## config.mk

```make
export PLATFORM = sky130hd
export DESIGN_NAME = fifo_uart_tx
export DESIGN_NICKNAME = d
export VERILOG_FILES = /design/src/rtl/fifo_uart_tx.sv
export SDC_FILE = /design/constraint.sdc
export NUM_CORES = 1
export LEC_CHECK = 0
export ABC_AREA = 1
export CORE_UTILIZATION = 55
export DETAILED_ROUTE_END_ITERATION = 10
export HOLD_SLACK_MARGIN = 0.08
export PLACE_DENSITY = 0.78
export SYNTH_ARGS = -nofsm -noshare
export SYNTH_HDL_FRONTEND = slang
export SYNTH_SLANG_ARGS = --single-unit
```

## constraint.sdc

```tcl
create_clock -name clk -period 1.61 [get_ports clk]
set_input_delay 0.483 -clock clk [delete_from_list [all_inputs] [get_ports clk]]
set_output_delay 0.483 -clock clk [all_outputs]
set_load 0.005 [all_outputs]
```

## src/rtl/fifo_uart_tx.sv

```systemverilog
// Serial drain stage for the 6-bit FIFO: pops one word at a time and sends it
// LSB-first as start bit, data bits, optional even parity, stop bit.
module fifo_uart_tx #(
   parameter int unsigned DATA_W       = 6,
   parameter int unsigned CLKS_PER_BIT = 4,
   parameter bit          PARITY_EN    = 1'b0
) (
   input  logic              clk,
   input  logic              reset_n,
   input  logic              enable,
   input  logic              fifo_empty_n,
   input  logic [DATA_W-1:0] fifo_data,
   input  logic              wr_active,
   output logic              fifo_pop,
   output logic              tx,
   output logic              busy
);

   localparam int unsigned     CNT_W    = 8;
   localparam int unsigned     BIT_W    = (DATA_W > 1) ? $clog2(DATA_W) : 1;
   localparam logic [CNT_W-1:0] CNT_LAST = CNT_W'(CLKS_PER_BIT - 1);
   localparam logic [BIT_W-1:0] BIT_LAST = BIT_W'(DATA_W - 1);

   typedef enum logic [2:0] {
      IDLE   = 3'd0,
      POP    = 3'd1,
      LOAD   = 3'd2,
      START  = 3'd3,
      DATA   = 3'd4,
      PARITY = 3'd5,
      STOP   = 3'd6
   } state_t;

   state_t            state, state_nx;
   logic [DATA_W-1:0] shift, shift_nx;
   logic [BIT_W-1:0]  bit_cnt, bit_cnt_nx;
   logic [CNT_W-1:0]  clk_cnt, clk_cnt_nx;
   logic              par, par_nx;
   logic              tx_nx, pop_nx, busy_nx;
   logic              bit_end;

   assign bit_end = (clk_cnt == CNT_LAST);

   // State and registered outputs
   always_ff @(posedge clk) begin
      if (!reset_n) begin
         state    <= IDLE;
         shift    <= '0;
         bit_cnt  <= '0;
         clk_cnt  <= '0;
         par      <= 1'b0;
         tx       <= 1'b1;
         fifo_pop <= 1'b0;
         busy     <= 1'b0;
      end else begin
         state    <= state_nx;
         shift    <= shift_nx;
         bit_cnt  <= bit_cnt_nx;
         clk_cnt  <= clk_cnt_nx;
         par      <= par_nx;
         tx       <= tx_nx;
         fifo_pop <= pop_nx;
         busy     <= busy_nx;
      end
   end

   // Next-state and output decode
   always_comb begin
      state_nx   = state;
      shift_nx   = shift;
      bit_cnt_nx = bit_cnt;
      clk_cnt_nx = clk_cnt;
      par_nx     = par;
      tx_nx      = tx;
      pop_nx     = fifo_pop;
      busy_nx    = busy;

      // Every serial bit lasts CLKS_PER_BIT cycles; counter wraps on the boundary
      if (state == START || state == DATA || state == PARITY || state == STOP) begin
         clk_cnt_nx = bit_end ? '0 : clk_cnt + CNT_W'(1);
      end

      case (state)
         IDLE: begin
            if (enable && fifo_empty_n) begin
               state_nx = POP;
               pop_nx   = 1'b1;
               busy_nx  = 1'b1;
            end
         end
         POP: begin
            if (!wr_active) begin
               state_nx = LOAD;
               pop_nx   = 1'b0;
            end
         end
         LOAD: begin
            shift_nx   = fifo_data;
            par_nx     = ^fifo_data;
            tx_nx      = 1'b0;
            clk_cnt_nx = '0;
            bit_cnt_nx = '0;
            state_nx   = START;
         end
         START: begin
            if (bit_end) begin
               tx_nx    = shift[0];
               shift_nx = shift >> 1;
               state_nx = DATA;
            end
         end
         DATA: begin
            if (bit_end) begin
               if (bit_cnt == BIT_LAST) begin
                  bit_cnt_nx = '0;
                  if (PARITY_EN) begin
                     tx_nx    = par;
                     state_nx = PARITY;
                  end else begin
                     tx_nx    = 1'b1;
                     state_nx = STOP;
                  end
               end else begin
                  bit_cnt_nx = bit_cnt + BIT_W'(1);
                  tx_nx      = shift[0];
                  shift_nx   = shift >> 1;
               end
            end
         end
         PARITY: begin
            if (bit_end) begin
               tx_nx    = 1'b1;
               state_nx = STOP;
            end
         end
         STOP: begin
            if (bit_end) begin
               busy_nx  = 1'b0;
               state_nx = IDLE;
            end
         end
         default: begin
            tx_nx    = 1'b1;
            pop_nx   = 1'b0;
            busy_nx  = 1'b0;
            state_nx = IDLE;
         end
      endcase
   end

endmodule

```

* Word level (Yosys, flattened, before mapping)
Cells that the tools add are included.
Storage, ports and cells: register bits after elaboration 23, word-level logic and storage cells 72
Cells by class: reductions and logical operators 17, add/sub/neg operators 2, equality and inequality tests 16, multiplexer cells 26, bitwise logic cells 4
Operators with widths (number):
- two-way mux 3 bit | 9
- case mux 3 bit (7 select lines) | 1
- two-way mux 6 bit | 3
- case mux 6 bit (3 select lines) | 1
- inequality test 2 bit (second input constant) | 7
- equality test 3 bit (second input constant) | 4
- OR reduction 5 bit | 2
- adder 8 x 1 -> 8 bit (second input constant) | 1
- equality test 8 x 2 -> 1 bit (second input constant) | 1
- two-way mux 8 bit | 1
- AND reduction 4 bit | 2
- two-way mux 1 bit | 7
- AND reduction 7 bit | 1
- equality test 3 x 2 -> 1 bit (second input constant) | 2
- case mux 1 bit (3 select lines) | 2
- case mux 3 bit (2 select lines) | 1
- AND reduction 3 bit | 2
- case mux 1 bit (5 select lines) | 1
- inverter 1 bit | 4
- adder 3 x 1 -> 3 bit (second input constant) | 1
- equality test 3 x 1 -> 1 bit (second input constant) | 1
- logical NOT 3 bit | 1
- logical OR 1 bit | 3
- nonzero test 3 bit | 1
- 6 further kinds | 6

* Depth between registers and ports, before layout
word-level depth 4, gate-level depth with buffers 9, gate-level depth less buffers 8

* Worst setup path before layout
Ideal clock, no wire load.
kind register -> register, from reg clk_cnt[0], to reg state[0], arrival 1.267 ns, slack 0.211 ns, stages on the path, launching flop included 9, path through dfxtp_1 -> ha_1 -> nand2_1 -> nor2_1 -> nand2_2 -> o21ai_1 -> nand2_1 -> nand2_1 -> a21oi_1
On the way: word-level cells in the longest chain between the ends 3, elaborated cells between the ends (all ways) 6
Ends and longest elaborated chain:
- start: declaration | line 37 | logic [CNT_W-1:0] clk_cnt, clk_cnt_nx;
- start signal: assignment | line 59 | clk_cnt <= clk_cnt_nx;
- equality test 8 x 2 -> 1 bit (*) | line 42 | assign bit_end = (clk_cnt == CNT_LAST);
- inequality test 2 bit (no line)
- AND reduction 7 bit (no line) (*)
- end signal: assignment | line 56 | state <= state_nx;
- end: declaration | line 34 | state_t state, state_nx;
Mark *: on every way between the ends. The rest lies on a longest branch, timed or not. A chain may end at the register's enable or synchronous reset.

* Final worst setup path
from reg state[0], to reg shift[4]
On the way: word-level cells in the longest chain between the ends 3, elaborated cells between the ends (all ways) 9
Ends and longest elaborated chain:
- equality test 3 bit or equality test 3 x 2 -> 1 bit (tied branches) | line 83 | case (state)
- inequality test 2 bit (no line) or nonzero test 3 bit (tied branches)
- AND reduction 4 bit (no line)
- end signal: assignment | line 57 | shift <= shift_nx;
- end: declaration | line 35 | logic [DATA_W-1:0] shift, shift_nx;
Parallel ways exist; a longest one is shown, timed or not.

==> results.sh <==
export IMPL_hold_slack_ns=0.4694
export IMPL_synth_edff_count=0
export IMPL_syn_nets=212
export IMPL_min_to="fifo_pop$_SDFFE_PN0P_"
export IMPL_async_flop_share_pct=0
export IMPL_hold_path_class="flop to flop"
export IMPL_dpl_cell_area_sq_um=1559
export IMPL_power_density_nw_per_um2=1086
export IMPL_period_share_pct=92.79
export IMPL_fin_tns_setup_ns=0
export IMPL_die_height_microns=51.66
export IMPL_cts_made_buffers=3
export IMPL_crit_path_max_fanout=7
export IMPL_gpl_final_weighted_congestion=0.8156
export IMPL_antenna_cells=0
export IMPL_final_area_sq_um=1592
export IMPL_die_w_microns=51.66
export IMPL_netlist_area_sq_um=1356
export IMPL_viasPerCell=5.406
export IMPL_row_count=17
export IMPL_yosysWarnings=0
export IMPL_ys_seq_area_share_pct=33.95
export IMPL_crit_path_end_kind="flop"
export IMPL_slew_violations=0
export IMPL_hpwl_mm=2.346
export IMPL_areaGrowthSynthToFinish_pct=17.34
export IMPL_cts_num_sinks=23
export IMPL_clk_latency_ns=0.31
export IMPL_reg2reg_slack_ns=0.12
export IMPL_grtUsageTotal_pct=25.81
export IMPL_wl_mm=3.037
export IMPL_io_buffers=13
export IMPL_hold_depth=2
export IMPL_dp_cells=247
export IMPL_htreeDepth=1
export IMPL_postCtsSetupBuffers=0
export IMPL_ys_ff_latch=23
export IMPL_final_common_cell="nand2_1"
export IMPL_startpoint_type="flop"
export IMPL_period_minus_slack_ns=1.494
export IMPL_finalSetupViolCount=0
export IMPL_layoutNonFillerInstCount=251
export IMPL_fmax_mhz=669.4
export IMPL_num_io_pins=14
export IMPL_clkTransAtPathRegs_ns=0.13
export IMPL_syn_avg_cell_area_sq_um=6.782
export IMPL_finClkSkew_ns=0.008254
export IMPL_worstPathArrival_ns=1.74
export IMPL_ff2ff_path_depth=7
export IMPL_worstReg2RegEnd="shift[4]$_SDFFE_PN0P_"
export IMPL_fin_nets=236
export IMPL_cts_tree="built"
export IMPL_drt_iter0_markers=31
export IMPL_die_area_sq_um=2669
export IMPL_worst_pin_slew_ns=0.4285
export IMPL_vias=1357
export IMPL_total_leakage_power_uw=0.0006544
export IMPL_rsz0062_at_grt="no"
export IMPL_synth_cells=200
export IMPL_peakVddDrop_v=0.0008640
export IMPL_detail_route_first_pass_iterations=5
export IMPL_status="completed"
export IMPL_initial_core_util_pct=59.59
export IMPL_synth_cell_types=26
export IMPL_critPathKind="flop to flop"
export IMPL_grt_pass1_wl_mm=5.257
export IMPL_drive_above_1_share_pct=18.83
export IMPL_ant_nets=0
export IMPL_route_detailed_wl_per_inst_microns=12.10
export IMPL_r2r_start="state[0]$_SDFFE_PN0P_"
export IMPL_antenna_found_initial=0
export IMPL_grt_pass1_vias=1348
export IMPL_cts_hold_buffers=0
export IMPL_clock_path_buffers=2
export IMPL_grt_max_degree=13
export IMPL_max_slew_margin_pct=71.39
export IMPL_min_from="fifo_pop$_SDFFE_PN0P_"
export IMPL_post_cts_resized=6
export IMPL_ys_flop_type="dfxtp_1"
export IMPL_core_sq_um=2276
export IMPL_root_buffer="clkbuf_4"
export IMPL_drv_cap=0
export IMPL_drcViolationCount=0
export IMPL_cp_required_ns=1.86
export IMPL_final_cell_mix="52 x nand2_1, 30 x nand3_1, 20 x a21oi_1"
export IMPL_grt_ovfl_total=0
export IMPL_hold_viol=0
through the flow:
stage,setup WS (ns),util (%),power (uW)
after floorplan,0.2110,-,1257
after global placement,-0.06119,68.50,1451
after detailed placement,-0.1286,68.50,1477
after CTS,0.08267,69.65,1724
after global routing,0.002240,69.93,1855
final,0.1161,69.93,1729
sequential cells by signal, indices dropped and copies added, names as in the netlist:
| signal | cells |
|---|---|
| bit_cnt | 3 |
| busy | 1 |
| clk_cnt | 8 |
| fifo_pop | 1 |
| shift | 6 |
| state | 3 |
| tx | 1 |
cell usage after synthesis, types with 3 or more instances:
library cell / instances / share of area, %
nor3_2: 3 / 2.2
nor2_4: 3 / 2.5
nor2_1: 14 / 3.9
nand2_1: 52 / 14
a21oi_1: 20 / 7.4
nand3_1: 30 / 11
nand2_2: 6 / 2.8
nor3_1: 5 / 1.8
inv_1: 18 / 5.0
buf_6: 3 / 2.5
o21ai_0: 4 / 1.5
dfxtp_1: 23 / 34
final cells by class:
type,instances,area [sq um]
well taps,28,35.03
flip-flops and latches,23,466.7
multi-input cells,151,773.2
inverters,21,81.33
repair buffers,24,209.0
fillers,194,684.4
clock buffers,4,26.28
worst max-delay path: stages (launching register included):
cell and delay (ns):
dfxtp_1 0.60, nand3_4 0.12, buf_4 0.17, nand2_2 0.16, nand2_4 0.10, nand2_4 0.11, nand2_1 0.05, a21oi_1 0.12
kinds of logic after synthesis:
| family | count (synthesis) | synth area share, % |
|---|---|---|
| simple gates | 122 | 44.93 |
| compound gates | 28 | 10.89 |
| buf+inv | 26 | 9.317 |
| flops | 23 | 33.95 |
| fa+ha+maj | 1 | 0.9224 |
how the worst max path moves through the flow:
stage	startpoint	endpoint	slack [ns]	cells past startpoint
after floorplan	clk_cnt[0]$_SDFFE_PP0P_	state[0]$_SDFFE_PN0P_	0.21	8
after global placement	enable	state[0]$_SDFFE_PN0P_	-0.06	8
after detailed placement	enable	state[2]$_SDFFE_PN0P_	-0.13	8
after CTS	clk_cnt[0]$_SDFFE_PP0P_	state[2]$_SDFFE_PN0P_	0.08	8
after global routing	state[0]$_SDFFE_PN0P_	shift[4]$_SDFFE_PN0P_	0.002	7
final	state[0]$_SDFFE_PN0P_	shift[4]$_SDFFE_PN0P_	0.12	7
power by group:
group          leakage [uW]  internal [uW]  switching (uW)
logic              0.000452            294             390
clock network     0.0000150           96.9             170
registers          0.000188            673             105
total              0.000654           1060             665
metal layers:
| layer | global-route usage [%] | vias to the layer above | wire (microns) |
|---|---|---|---|
| li1 | - | 697 | - |
| met1 | 28.62 | 623 | 1337 |
| met2 | 48.70 | 31 | 1558 |
| met3 | 6.433 | 6 | 112 |
| met4 | 5.856 | 0 | 29 |
| met5 | 0 | - | 0 |
Note: power is estimated with default switching activity, not from simulation.
